[src/rtl/rect_draw_engine_pkg.sv]
// rect_draw_engine_pkg: FSM encoding, screen defaults and palette shared by the drawing blocks
package rect_draw_engine_pkg;

    typedef enum logic [2:0] {
        S_IDLE,
        S_CLEAR,
        S_LOAD,
        S_DRAW,
        S_NEXT,
        S_FINISH
    } state_e;

    localparam int DEF_SCREEN_W  = 160;
    localparam int DEF_SCREEN_H  = 120;
    localparam int DEF_BG_COLOUR = 0;

    localparam logic [2:0] COL_BLACK   = 3'd0;
    localparam logic [2:0] COL_BLUE    = 3'd1;
    localparam logic [2:0] COL_GREEN   = 3'd2;
    localparam logic [2:0] COL_CYAN    = 3'd3;
    localparam logic [2:0] COL_RED     = 3'd4;
    localparam logic [2:0] COL_MAGENTA = 3'd5;
    localparam logic [2:0] COL_YELLOW  = 3'd6;
    localparam logic [2:0] COL_WHITE   = 3'd7;

endpackage

[src/rtl/rect_raster_counter.sv]
// rect_raster_counter: row-major walk over a rectangle with last-pixel and off-screen flags
module rect_raster_counter
    import rect_draw_engine_pkg::*;
#(
    parameter int XW       = 8,
    parameter int YW       = 7,
    parameter int SCREEN_W = DEF_SCREEN_W,
    parameter int SCREEN_H = DEF_SCREEN_H
) (
    input  logic          clk,
    input  logic          reset_n,
    input  logic          load_i,
    input  logic          adv_i,
    input  logic [XW-1:0] x0_i,
    input  logic [YW-1:0] y0_i,
    input  logic [XW-1:0] w_i,
    input  logic [YW-1:0] h_i,
    output logic [XW-1:0] x_o,
    output logic [YW-1:0] y_o,
    output logic          last_o,
    output logic          clip_o
);

    localparam logic [XW:0] X1 = 1;
    localparam logic [YW:0] Y1 = 1;

    logic [XW-1:0] x0_q;
    logic [XW:0]   x_q, xe_q;
    logic [YW:0]   y_q, ye_q;

    // Positions and end points carry one extra bit so rectangles running off the screen edge never wrap
    always_ff @(posedge clk or negedge reset_n) begin
        if (!reset_n) begin
            x0_q <= '0;
            x_q  <= '0;
            xe_q <= '0;
            y_q  <= '0;
            ye_q <= '0;
        end else if (load_i) begin
            x0_q <= x0_i;
            x_q  <= {1'b0, x0_i};
            y_q  <= {1'b0, y0_i};
            xe_q <= {1'b0, x0_i} + {1'b0, w_i} - X1;
            ye_q <= {1'b0, y0_i} + {1'b0, h_i} - Y1;
        end else if (adv_i) begin
            x_q <= (x_q == xe_q) ? {1'b0, x0_q} : x_q + X1;
            y_q <= (x_q == xe_q) ? y_q + Y1 : y_q;
        end
    end

    assign x_o    = x_q[XW-1:0];
    assign y_o    = y_q[YW-1:0];
    assign last_o = (x_q == xe_q) && (y_q == ye_q);
    assign clip_o = (x_q >= (XW+1)'(SCREEN_W)) || (y_q >= (YW+1)'(SCREEN_H));

endmodule

[src/rtl/rect_draw_engine.sv]
// rect_draw_engine: rasterises up to N_RECT snapshotted rectangles into a ready/valid pixel stream
module rect_draw_engine
    import rect_draw_engine_pkg::*;
#(
    parameter int N_RECT    = 8,
    parameter int XW        = 8,
    parameter int YW        = 7,
    parameter int CW        = 3,
    parameter int SCREEN_W  = DEF_SCREEN_W,
    parameter int SCREEN_H  = DEF_SCREEN_H,
    parameter int BG_COLOUR = DEF_BG_COLOUR
) (
    input  logic                 clk,
    input  logic                 reset_n,
    input  logic                 start,
    input  logic                 clear,
    input  logic [N_RECT-1:0]    erase,
    input  logic [N_RECT-1:0]    rect_en,
    input  logic [N_RECT*XW-1:0] rect_x,
    input  logic [N_RECT*YW-1:0] rect_y,
    input  logic [N_RECT*XW-1:0] rect_w,
    input  logic [N_RECT*YW-1:0] rect_h,
    input  logic [N_RECT*CW-1:0] rect_col,
    output logic [XW-1:0]        pix_x,
    output logic [YW-1:0]        pix_y,
    output logic [CW-1:0]        pix_col,
    output logic                 pix_valid,
    input  logic                 pix_ready,
    output logic                 busy,
    output logic                 done
);

    localparam int IW = (N_RECT > 1) ? $clog2(N_RECT) : 1;

    state_e               state_q;
    logic [IW-1:0]        idx_q;
    logic [N_RECT-1:0]    erase_q, en_q;
    logic [N_RECT*XW-1:0] x_q, w_q;
    logic [N_RECT*YW-1:0] y_q, h_q;
    logic [N_RECT*CW-1:0] col_q;
    logic [XW-1:0]        cur_x, cur_w, ld_x, ld_w, rc_x, pix_x_q;
    logic [YW-1:0]        cur_y, cur_h, ld_y, ld_h, rc_y, pix_y_q;
    logic [CW-1:0]        cur_col, pix_col_q;
    logic                 rc_last, rc_clip, free, load, adv;
    logic                 pix_valid_q, busy_q, done_q;

    assign cur_x   = x_q[idx_q*XW +: XW];
    assign cur_w   = w_q[idx_q*XW +: XW];
    assign cur_y   = y_q[idx_q*YW +: YW];
    assign cur_h   = h_q[idx_q*YW +: YW];
    assign cur_col = col_q[idx_q*CW +: CW];

    // The output slot can take a new pixel when empty or when its current pixel transfers this edge
    assign free = !pix_valid_q || pix_ready;
    assign load = (state_q == S_IDLE && start) || state_q == S_LOAD;
    assign adv  = (state_q == S_DRAW || state_q == S_CLEAR) && free;
    assign ld_x = (state_q == S_IDLE) ? '0 : cur_x;
    assign ld_y = (state_q == S_IDLE) ? '0 : cur_y;
    assign ld_w = (state_q == S_IDLE) ? XW'(SCREEN_W) : cur_w;
    assign ld_h = (state_q == S_IDLE) ? YW'(SCREEN_H) : cur_h;

    rect_raster_counter #(
        .XW       (XW),
        .YW       (YW),
        .SCREEN_W (SCREEN_W),
        .SCREEN_H (SCREEN_H)
    ) u_cnt (
        .clk     (clk),
        .reset_n (reset_n),
        .load_i  (load),
        .adv_i   (adv),
        .x0_i    (ld_x),
        .y0_i    (ld_y),
        .w_i     (ld_w),
        .h_i     (ld_h),
        .x_o     (rc_x),
        .y_o     (rc_y),
        .last_o  (rc_last),
        .clip_o  (rc_clip)
    );

    // Capture the whole frame description on an accepted start so the pass ignores later input changes
    always_ff @(posedge clk) begin
        if (state_q == S_IDLE && start) begin
            erase_q <= erase;
            en_q    <= rect_en;
            x_q     <= rect_x;
            y_q     <= rect_y;
            w_q     <= rect_w;
            h_q     <= rect_h;
            col_q   <= rect_col;
        end
    end

    // Frame sequencing plus the registered pixel, busy and done outputs
    always_ff @(posedge clk or negedge reset_n) begin
        if (!reset_n) begin
            state_q     <= S_IDLE;
            idx_q       <= '0;
            pix_valid_q <= 1'b0;
            pix_x_q     <= '0;
            pix_y_q     <= '0;
            pix_col_q   <= '0;
            busy_q      <= 1'b0;
            done_q      <= 1'b0;
        end else begin
            done_q <= 1'b0;
            if (free) pix_valid_q <= 1'b0;
            if (adv) begin
                pix_valid_q <= !rc_clip;
                if (!rc_clip) begin
                    pix_x_q   <= rc_x;
                    pix_y_q   <= rc_y;
                    pix_col_q <= (state_q == S_DRAW && !erase_q[idx_q]) ? cur_col : CW'(BG_COLOUR);
                end
            end
            case (state_q)
                S_IDLE: if (start) begin
                    idx_q   <= '0;
                    busy_q  <= 1'b1;
                    state_q <= clear ? S_CLEAR : S_LOAD;
                end
                S_CLEAR: if (adv && rc_last) state_q <= S_LOAD;
                S_LOAD: state_q <= (en_q[idx_q] && cur_w != '0 && cur_h != '0) ? S_DRAW : S_NEXT;
                S_DRAW: if (adv && rc_last) state_q <= S_NEXT;
                S_NEXT: if (idx_q < IW'(N_RECT - 1)) begin
                    idx_q   <= idx_q + 1'b1;
                    state_q <= S_LOAD;
                end else if (free) begin
                    done_q  <= 1'b1;
                    state_q <= S_FINISH;
                end
                S_FINISH: begin
                    busy_q  <= 1'b0;
                    state_q <= S_IDLE;
                end
                default: state_q <= S_IDLE;
            endcase
        end
    end

    assign pix_x     = pix_x_q;
    assign pix_y     = pix_y_q;
    assign pix_col   = pix_col_q;
    assign pix_valid = pix_valid_q;
    assign busy      = busy_q;
    assign done      = done_q;

endmodule

[config.mk]
export PLATFORM = sky130hd
export DESIGN_NAME = rect_draw_engine
export DESIGN_NICKNAME = d
export VERILOG_FILES = /design/src/rtl/rect_draw_engine_pkg.sv /design/src/rtl/rect_raster_counter.sv /design/src/rtl/rect_draw_engine.sv
export SDC_FILE = /design/constraint.sdc
export NUM_CORES = 1
export LEC_CHECK = 0
export CAP_MARGIN = 20
export CORE_ASPECT_RATIO = 1.75
export CORE_MARGIN = 5
export CORE_UTILIZATION = 40
export CTS_BUF_LIST = sky130_fd_sc_hd__clkbuf_2 sky130_fd_sc_hd__clkbuf_4 sky130_fd_sc_hd__clkbuf_8
export DETAILED_ROUTE_END_ITERATION = 10
export GPL_TIMING_DRIVEN = 0
export HOLD_SLACK_MARGIN = 0.03
export PLACE_DENSITY = 0.73
export SETUP_SLACK_MARGIN = 0.15
export SLEW_MARGIN = 20
export SYNTH_ARGS = -nofsm -noshare
export SYNTH_HDL_FRONTEND = slang
export SYNTH_SLANG_ARGS = --single-unit
[constraint.sdc]
create_clock -name clk -period 7.52 [get_ports clk]
set_input_delay 1.128 -clock clk [delete_from_list [all_inputs] [get_ports clk]]
set_output_delay 1.128 -clock clk [all_outputs]
set_load 0.02 [all_outputs]
==> impl_results.md, run 1 <==
* Slew Limit Fails at 0
* Mapped cell area at 0.0151 mm²
* Post-CTS Hold Fix Bufs at 0
* Ys flop type: edfxtp_1
* CTS tree: yes
* Worst rel slew slack at between 30% and 40%
* Layout cells sized above 1 at 13.8%
* Min-Delay Path Class: in -> async
* Critical path's top delay family: buffers and inverters
* Core box area at between 0.03 and 0.04 mm²
* Layout Cells excl Fill at 1892
* # H-tree levels at 2
* Sequential area share after synthesis at about 67%
* P&R area growth vs syn at 31.9%
* Worst hold slack at between 0.4 and 0.5 ns
* Pin count of the biggest net entering global routing at 62
* Starting DRC count in detailed routing at 744
* RSZ-0062 raised after global routing: no
* Asr flop ratio synth at 19.8%
* CP Depth at 20
* DIE AREA at 0.0418 mm²
* Reg clk slew, reported paths at roughly 0.07 ns
* Die X at 157 µm
* Worst-skew pair later-pin latency at between 0.5 and 0.6 ns
* Max VDD drop at ~0.00016 V
* CP peak stage delay at around 0.74 ns
* Post-synth top area cell: edfxtp_1
* Yosys reg bits at 349
* Vias in the first global route at approximately 11000
* Setup TNS at 0 ns
* Worst-case reg-to-reg path depth at 20
* Critical Setup Path Class: reg -> reg
* Remaining Overflow, GRT at 0
* CP endpoint kind: register
* Routability cong. at 0.931
* Most frequent CP cell: inv_1
* Worst clock skew at between 0.02 and 0.025 ns
* CTS root buf: clkbuf_8
* Total wire length at 41700 µm
* Tot GR Track Use at 19.8%
* Cells after synthesis at between 1000 and 1500
* Postcts setup bufs at 0
* Final Setup Violations at 0
* Count leader, synth: edfxtp_1
* Synth warnings at 0
* Fin nets at 1683
* Data arrival, critical path at 5.45 ns
* Startpoint types: register
* Critical Path RT at slightly below 8 ns
* Leak at 7.24 nW
* Worst Max-Slew Pin Slew at about 0.94 ns
* First-pass DRT Iterations at 6
* Vias per inst at about 5.3
* PortBufs at 305
* Post-DRT Antenna Nets at 0
* Slowest cell on crit path: buf_1
* Vias at 10000
* IO Pins at 306
* Final Critical Period at 5.01 ns
* Number of max-cap violations at 0
* Status: finished clean
* Final period util at about two thirds
* Total nets after synthesis at 1322
* Syn avg cell area at 15.1 µm²
* EDFF count, synth at 280
* Initial Util at approximately two fifths
* Share of the synthesized area in the top cell type at 55.7%
* DRC violations left at 0
* Count of unique library cells instantiated by Yosys at 56
* Site row count at 94
* CP Max Fanout at 10
* Clock tree buffer depth at 3
* First-pass GRT wire length at 62300 µm
* Placed cell count at 1793
* Power Density at 283 mW/mm²
* Worst Path Buf+Inv at 8
* Dpl hpwl at between 30000 and 40000 µm
* Final setup margin at about 2.5 ns
* Setup WS pre-CTS at around 2.5 ns
* Fin. Hold Viols at 0
* Die H at 267 µm
* Most frequent cells after synthesis: 280 x edfxtp_1, 143 x nand2_1, 69 x dfrtp_1
* Initial antenna violation count at 12
* Num CTS Buffers at 48
* WL/cell at 22.1 µm
* Resize count post-CTS at 0
* Ranking of synthesized cells by area: edfxtp_1 56%, dfrtp_1 11%, mux4_2 9.7%
* Clock Sinks at 349
* Fmax at between 150 and 200 MHz
* Ordered list of cells on the worst path: buf_2 -> buf_2 -> buf_1 -> clkbuf_1 -> clkbuf_1 -> nand2_1 -> o21ai_0 -> nand2_1 -> ha_1 -> inv_1 -> ha_1 -> inv_1 -> fa_1 -> inv_1 -> a21oi_1 -> o21bai_1 -> a21o_1 -> a21oi_1 -> xor2_1 -> o21ai_0
-- sequential cells by signal, indices dropped and copies added, names as in the netlist, 3 cells and up --
signal and cells:
en_q 8, pix_y 7, erase_q 8, y_q 56, col_q 24, h_q 56
pix_col 3, u_cnt.x_q 9, w_q 64, u_cnt.x0_q 8, u_cnt.xe_q 9, pix_x 8
u_cnt.ye_q 8, x_q 64, u_cnt.y_q 8, idx_q 3, state_q 3
-- layout by cell type (no fill, tap or decap), types with 4 or more instances in the layout --
cell type,count
xor2_1,26
inv_1,42
a21o_1,10
nand2_1,143
diode_2,12
nor3_1,12
or4b_2,4
a21oi_1,26
clkinv_2,4
mux2i_1,15
clkbuf_8,53
nand3_1,15
o31ai_1,4
edfxtp_1,280
or3_1,5
a31oi_1,5
mux4_2,65
buf_16,5
clkinv_1,11
nor2b_1,4
buf_1,4
buf_2,15
o22ai_1,5
xnor2_1,9
mux2_2,17
o21ai_0,55
o221ai_1,6
ha_1,33
nor2_1,38
nand4_1,6
clkdlybuf4s50_1,304
clkbuf_4,18
clkbuf_1,28
nor4_1,5
a211oi_1,11
dfrtp_1,69
or4_1,4
-- power by group --
| group | switching (mW) | internal (mW) | total (mW) |
|---|---|---|---|
| registers | 0.132 | 2.24 | 2.37 |
| clock network | 0.698 | 0.771 | 1.47 |
| logic | 0.927 | 0.853 | 1.78 |
-- worst paths after layout --
path | from | to | slack, ns
min | reset_n | pix_x[3]$_DFFE_PN0P_ | 0.45
max in group asynchronous | reset_n | pix_col[0]$_DFFE_PN0P_ | 6.54
max | idx_q[1]$_DFFE_PN0P_ | u_cnt.xe_q[7]$_DFFE_PN0N_ | 2.51
min reg2reg | pix_col[2]$_DFFE_PN0P_ | pix_col[2]$_DFFE_PN0P_ | 0.48
max reg2reg | idx_q[1]$_DFFE_PN0P_ | u_cnt.xe_q[7]$_DFFE_PN0N_ | 2.51
min in group clk | pix_col[2]$_DFFE_PN0P_ | pix_col[2]$_DFFE_PN0P_ | 0.48
-- worst reg2reg max path, stage by stage (launching register included) --
cell	delay, ns
dfrtp_1	0.35
buf_2	0.33
buf_2	0.34
buf_1	0.74
clkbuf_1	0.55
clkbuf_1	0.44
nand2_1	0.10
o21ai_0	0.12
nand2_1	0.09
ha_1	0.31
inv_1	0.06
ha_1	0.17
inv_1	0.06
fa_1	0.40
inv_1	0.07
a21oi_1	0.06
o21bai_1	0.20
a21o_1	0.15
a21oi_1	0.07
xor2_1	0.16
o21ai_0	0.09
-- stage by stage --
stage	util [%]	power (mW)	instance area, µm²
floorplan	-	3.56	15100
global placement	50.1	4.16	18700
detailed placement	50.5	4.20	18900
CTS	53.1	5.67	19900
global route	53.2	5.96	19900
finish	53.2	5.62	19900
-- area by class of cell --
cell class              count  area [µm²]
clock inverters            16        96.3
inverters                  43         161
clock buffers              71         865
repair buffers            311        3210
multi-input cells         562        4590
fillers                  3203       17500
well taps                 480         601
diodes                     12        30.0
plain buffers              48         206
flip-flops and latches    349       10100
-- routing by layer --
metal / wire (µm) / global-route usage, % / part of all wire (%) / up-vias
li1: - / - / - / 4533
met1: 13400 / 19.7 / 32 / 5006
met2: 24300 / 38.7 / 58 / 387
met3: 2260 / 3.49 / 5.4 / 92
met4: 1700 / 9.46 / 4.1 / 0
met5: 0 / 0 / 0 / -
-- logic make-up after synthesis --
logic type	after synthesis	synth area share, %
flops	349	67.2
fa+ha+maj	35	3.00
xor+xnor	35	2.03
mux	99	12.1
buf+inv	91	2.44
simple gates	250	7.28
compound gates	143	5.91
(Power assumes the default switching activity.)
==> run 2, diff against run 1 <==
- clock period: 7.52 -> 4.3 ns (I/O delays scaled with it)
==> impl_results.md, run 2 (synthesis results as in run 1) <==
* Status: finished clean
* WL/cell at 22.0 µm (-0.23%)
* Site row count at 94 (unchanged)
* Dpl hpwl at 32800 µm (+0.22%)
* Clock tree buffer depth at 3 (unchanged)
* FF-to-FF Start: idx_q[0]$_DFFE_PN0P_
* Number of max-cap violations at 0 (unchanged)
* R2R setup slack at 0.36 ns (-2.14 ns)
* Critical path capture point: u_cnt.xe_q[8]$_DFFE_PN0N_
* Die X at 157 µm (unchanged)
* Ordered list of cells on the worst path: buf_4 -> buf_6 -> buf_8 -> buf_12 -> mux4_2 -> mux2_2 -> nand2_1 -> ha_1 -> inv_1 -> ha_1 -> a21o_1 -> a21oi_2 -> o21bai_1 -> a211o_1 -> a31oi_1 -> xor2_1 -> o21ai_0
* Initial antenna violation count at 9 (-3)
* Tot GR Track Use at 19.6% (-0.21 points)
* Data arrival, critical path at 4.39 ns (-1.06 ns)
* Switching Share at 31.2% (-0.058 points)
* Vias at 9992 (-0.26%)
* DRC violations left at 0 (unchanged)
* Final period util at 91.6% (+25 points)
* CTS root buf: clkbuf_8
* Reg clk slew, reported paths at 0.07 ns (about the same)
* # H-tree levels at 2 (unchanged)
* Most frequent CP cell: ha_1
* CP endpoint kind: register
* Num CTS Buffers at 49 (+2.1%)
* Commonest non-fill, non-tap cells in the layout: 304 x clkdlybuf4s50_1, 280 x edfxtp_1, 143 x nand2_1
* Sequential Power Share at 41.4% (-0.8 points)
* P&R area growth vs syn at 32.7%
* Worst Max-Slew Pin Slew at 0.751 ns (-0.185 ns)
* PortBufs at 305 (unchanged)
* Crit path from: idx_q[0]$_DFFE_PN0P_
* CP Max Fanout at 10 (unchanged)
* First-pass DRT Iterations at 6 (unchanged)
* Worst-skew pair later-pin latency at 0.60 ns (about the same)
* Initial Util at 40.3% (unchanged)
* Layout cells sized above 1 at 14.7% (+0.91 points)
* Vias in the first global route at 10800 (-0.77%)
* Setup WS pre-CTS at -0.767 ns (-3.25 ns)
* Routability cong. at 0.909 (-2.4%)
* Starting DRC count in detailed routing at 762 (+2.4%)
* Die H at 267 µm (unchanged)
* Total wire length at 41600 µm (-0.28%)
* Net Switching at 3.12 mW (+78%)
* Leak at 7.30 nW (+0.83%)
* First-pass GRT wire length at 61400 µm (-1.5%)
* Total internal power at 6.88 mW (+78%)
* Largest registers: w_q (64), x_q (64)
* Pin count of the biggest net entering global routing at 59 (-4.8%)
* Setup TNS at 0 ns (unchanged)
* Final Setup Violations at 0 (unchanged)
* Critical Setup Path Class: reg -> reg
* Clock Sinks at 349 (unchanged)
* IO Pins at 306 (unchanged)
* Final setup margin at 0.361 ns (-2.14 ns)
* Worst rel slew slack at 49.6% (+12 points)
* Worst clock skew at 0.0256 ns (+0.00270 ns)
* DIE AREA at 0.0418 mm² (unchanged)
* Critical Path RT at 4.75 ns (-3.21 ns)
* Fin. Hold Viols at 0 (unchanged)
* Slowest cell on crit path: mux4_2
* Slew Limit Fails at 0 (unchanged)
* CTS tree: yes
* Combinational share of power at 32.0% (+0.3 points)
* Core box area at 0.0374 mm² (unchanged)
* Vias per inst at 5.28 (-0.21%)
* Power Density at 499 mW/mm² (+77%)
* Worst-case reg-to-reg path depth at 17 (-15%)
* Final Critical Period at 3.94 ns (-1.08 ns)
* Remaining Overflow, GRT at 0 (unchanged)
* Fin nets at 1685 (+0.12%)
* Min-Delay Path Class: reg -> reg
* Post-DRT Antenna Nets at 0 (unchanged)
* Max VDD drop at 0.000266 V (+64%)
* Startpoint types: register
* Reg-to-reg endpoint: u_cnt.xe_q[8]$_DFFE_PN0N_
* Postcts setup bufs at 0 (unchanged)
* Fmax at 254 MHz (+27%)
* Commonest non-fill, non-tap cell in the layout: clkdlybuf4s50_1
* RSZ-0062 raised after global routing: yes
* CP peak stage delay at 0.51 ns (-0.23 ns)
* Filler cells at 3138 (-2.0%)
* Clock power share at 26.6% (+0.5 points)
==> run 2: area by class of cell <==
| cell class | instances | area [µm²] | area share (%) |
|---|---|---|---|
| clock inverter | 30 | 244 | 1.22 |
| inverter | 43 | 161 | 0.806 |
| sequential | 349 | 10100 | 50.6 |
| tap | 480 | 601 | 3.00 |
| multi-input combinational | 562 | 4590 | 22.9 |
| antenna | 9 | 22.5 | 0.112 |
| buffer | 48 | 313 | 1.56 |
| clock buffer | 58 | 754 | 3.77 |
| timing repair buffer | 312 | 3200 | 16.0 |
==> run 2: metrics by stage <==
stage	hold WS (ns)	util [%]	cells	cell area, µm²	total power, mW
after floorplan	0.349	-	1002	15100	6.22
final	0.477	53.5	1891	20000	10.0
after CTS	0.481	53.3	1882	19900	10.1
after global routing	0.509	53.5	1891	20000	10.5
after detailed placement	0.467	50.5	1793	18900	7.36
after global placement	0.463	50.1	1787	18700	7.28
==> run 2: per-layer routing <==
metal | vias up | track usage [%] | share of wire (%)
met5 | - | 0 | 0
met4 | 0 | 10.0 | 4.4
met3 | 105 | 3.86 | 5.3
met2 | 394 | 38.2 | 58
met1 | 4960 | 19.0 | 32
li1 | 4533 | - | -
==> run 2: power by group through the flow <==
stage	Sequential [mW]	Clock, mW	Combinational (mW)
2_1_floorplan	4.24	0	1.98
3_3_place_gp	4.20	0	3.08
3_5_place_dp	4.21	0	3.15
4_1_cts	4.14	2.72	3.20
5_1_grt	4.18	2.85	3.50
6_report	4.14	2.66	3.19
==> run 2: how the worst min path moves through the flow <==
stage                                          from                   endpoint  slack [ns]  cells after the start
after detailed placement  u_cnt.x0_q[4]$_DFFE_PN0N_  u_cnt.x0_q[4]$_DFFE_PN0N_        0.47                      1
after CTS                 u_cnt.x0_q[4]$_DFFE_PN0N_  u_cnt.x0_q[4]$_DFFE_PN0N_        0.48                      1
after floorplan                             reset_n           busy$_DFFE_PN0P_        0.35                      0
after global routing      u_cnt.x0_q[2]$_DFFE_PN0N_  u_cnt.x0_q[2]$_DFFE_PN0N_        0.51                      1
after global placement    u_cnt.x0_q[0]$_DFFE_PN0N_  u_cnt.x0_q[0]$_DFFE_PN0N_        0.46                      2
final                     u_cnt.x0_q[4]$_DFFE_PN0N_  u_cnt.x0_q[4]$_DFFE_PN0N_        0.48                      1
==> run 2: worst max-delay path, delay by kind of cell (launching register included) <==
kind,cells,cell delay (ns)
muxes,2,0.78
AOI/OAI and AO/OA,6,1.04
and+or+nand+nor,1,0.07
xor gates and xnor gates,1,0.17
buffers and inverters,5,0.85
adders and majority gates,2,0.48
DFF,1,0.36
==> run 2: repair_timing <==
action,in CTS,in global routing
setup endpoints to repair,13,3
gates resized for setup,35,21
hold buffers,1,0
endpoints found under the hold margin,28,0
==> run 3, diff against run 2 <==
- CTS_BUF_LIST: sky130_fd_sc_hd__clkbuf_2 sky130_fd_sc_hd__clkbuf_4 sky130_fd_sc_hd__clkbuf_8 -> sky130_fd_sc_hd__clkbuf_4
==> impl_results.md, run 3 (synthesis results as in run 1) <==
* Crit path from: idx_q[2]$_DFFE_PN0P_
* FF-to-FF Start: idx_q[2]$_DFFE_PN0P_
* Max VDD drop at 0.000317 V (+19%)
* Tot GR Track Use at 19.9% (+0.30 points)
* Min-Delay Path Class: in -> async
* Remaining Overflow, GRT at 0 (unchanged)
* Clock tree buffer depth at 3 (unchanged)
* P&R area growth vs syn at 32.7% (about the same)
* PortBufs at 305 (unchanged)
* Routability cong. at 0.909 (unchanged)
* Reg-to-reg endpoint: u_cnt.xe_q[8]$_DFFE_PN0N_
* Vias per inst at 5.23 (-0.99%)
* Layout Cells excl Fill at 1937 (+2.4%)
* Worst-case reg-to-reg path depth at 19 (+2)
* Critical Setup Path Class: reg -> reg
* Die X at 157 µm (unchanged)
* Initial antenna violation count at 12 (+3)
* Initial Util at 40.3% (unchanged)
* RSZ-0062 raised after global routing: no
* Final period util at 92.4% (+0.83 points)
* # H-tree levels at 3 (+1)
* Starting DRC count in detailed routing at 791 (+3.8%)
* Postcts setup bufs at 0 (unchanged)
* CTS tree: yes
* Status: finished clean
* Clock Sinks at 349 (unchanged)
* Data arrival, critical path at 4.57 ns (+0.18 ns)
* Setup WS pre-CTS at -0.767 ns (unchanged)
* Area post-placement at 0.0189 mm² (unchanged)
* Worst-skew pair later-pin latency at 0.76 ns (+0.16 ns)
* Slew Limit Fails at 0 (unchanged)
* Core box area at 0.0374 mm² (unchanged)
* CP endpoint kind: register
* Dpl hpwl at 32800 µm (unchanged)
* Worst clock skew at 0.0419 ns (+0.0164 ns)
* Leak at 7.37 nW (+0.89%)
* Pin count of the biggest net entering global routing at 59 (unchanged)
* Total wire length at 41800 µm (+0.50%)
* Fin nets at 1712 (+1.6%)
* Num CTS Buffers at 76 (+55%)
* Fin. Hold Viols at 0 (unchanged)
* Die H at 267 µm (unchanged)
* Layout cells sized above 1 at 17.3% (+2.6 points)
* Vias in the first global route at 11100 (+2.9%)
* Commonest non-fill, non-tap cells in the layout: 304 x clkdlybuf4s50_1, 280 x edfxtp_1, 143 x nand2_1
* IO Pins at 306 (unchanged)
* Placed cell count at 1793 (unchanged)
* Worst rel slew slack at 50.5% (+0.90 points)
* Site row count at 94 (unchanged)
* Number of max-cap violations at 0 (unchanged)
* CTS root buf: clkbuf_4
* First-pass DRT Iterations at 5 (-1)
* Worst Max-Slew Pin Slew at 0.738 ns (-0.0134 ns)
* R2R setup slack at 0.33 ns (-0.04 ns)
* Fmax at 252 MHz (-0.90%)
* Critical path capture point: u_cnt.xe_q[8]$_DFFE_PN0N_
* DRC violations left at 0 (unchanged)
* CP Max Fanout at 10 (unchanged)
* Final Critical Period at 3.97 ns (+0.0359 ns)
* Final instance area at 0.0200 mm² (about the same)
* Critical Path RT at 4.90 ns (+0.15 ns)
* Vias at 10100 (+1.4%)
* Largest registers: w_q (64), x_q (64)
* Power Density at 494 mW/mm² (-1.0%)
* Final Setup Violations at 0 (unchanged)
* DIE AREA at 0.0418 mm² (unchanged)
* Startpoint types: register
* Worst hold slack at 0.378 ns (-0.0993 ns)
* Post-DRT Antenna Nets at 0 (unchanged)
* WL/cell at 21.6 µm (-1.9%)
* Reg clk slew, reported paths at 0.08 ns (about the same)
* Final setup margin at 0.325 ns (-0.0359 ns)
* First-pass GRT wire length at 61900 µm (+0.88%)
* Setup TNS at 0 ns (unchanged)
* Commonest non-fill, non-tap cell in the layout: clkdlybuf4s50_1
[run 3: cell count changes in the layout (fill, tap and decap cells not counted), sizes merged, moves of 3 or more]
cell    before  now
clkbuf      86  143
clkinv      25   13
inv         42   45
diode        9   13
[run 3: stage by stage]
| step | util (%) | total power [mW] |
|---|---|---|
| 5_1_grt | 53.5 | 10.5 |
| 3_3_place_gp | 50.1 | 7.28 |
| 2_1_floorplan | - | 6.22 |
| 6_report | 53.5 | 9.89 |
| 3_5_place_dp | 50.5 | 7.36 |
| 4_1_cts | 53.2 | 9.95 |
[run 3: cell type report]
type	instances	area, µm²
fillers	3164	17400
flip-flops and latches	349	10100
multi-input cells	562	4590
repair buffers	312	3200
clock buffers	113	848
well taps	480	601
plain buffers	48	325
inverters	43	161
clock inverters	17	119
diodes	13	32.5
[run 3: worst min path at each step]
| stage | startpoint | to | slack (ns) | depth (start not counted) |
|---|---|---|---|---|
| finish | reset_n | idx_q[0]$_DFFE_PN0P_ | 0.38 | 2 |
| global route | rect_col[13] | col_q[13]$_DFFE_PP_ | 0.38 | 1 |
| CTS | reset_n | idx_q[0]$_DFFE_PN0P_ | 0.35 | 2 |
| detailed placement | u_cnt.x0_q[4]$_DFFE_PN0N_ | u_cnt.x0_q[4]$_DFFE_PN0N_ | 0.47 | 1 |
| global placement | u_cnt.x0_q[0]$_DFFE_PN0N_ | u_cnt.x0_q[0]$_DFFE_PN0N_ | 0.46 | 2 |
| floorplan | reset_n | busy$_DFFE_PN0P_ | 0.35 | 0 |
[run 3: worst max-delay path, cell delays in order, from the launching register on]
cell and delay, ns:
dfrtp_1 0.42, buf_6 0.19, clkbuf_4 0.24, buf_4 0.22, buf_6 0.20, buf_6 0.20
mux4_2 0.32, nand2_1 0.07, o21ai_0 0.09, nand2_1 0.09, ha_1 0.21, inv_1 0.06
ha_1 0.26, a21o_1 0.19, a21oi_2 0.18, o21bai_1 0.10, a211o_1 0.30, a31oi_1 0.19
xor2_1 0.17, o21ai_0 0.09
[run 3: what timing repair did]
action,in CTS,in global routing
resized for setup,32,27
hold buffers,1,0
pin swaps,0,0
setup endpoints to repair,13,6
hold endpoints to repair,28,0
[run 3: routing by layer]
layer | up-vias | global-route usage (%) | routed length (µm)
li1 | 4637 | - | -
met1 | 4966 | 18.8 | 13200
met2 | 402 | 37.9 | 24000
met3 | 129 | 4.56 | 2350
met4 | 0 | 12.0 | 2230
met5 | - | 0 | 0
[run 3: report_power, final]
part	internal [mW]	switching, mW	leakage (nW)
clock	1.32	1.23	0.584
sequential	3.91	0.228	3.38
combinational	1.56	1.64	3.40
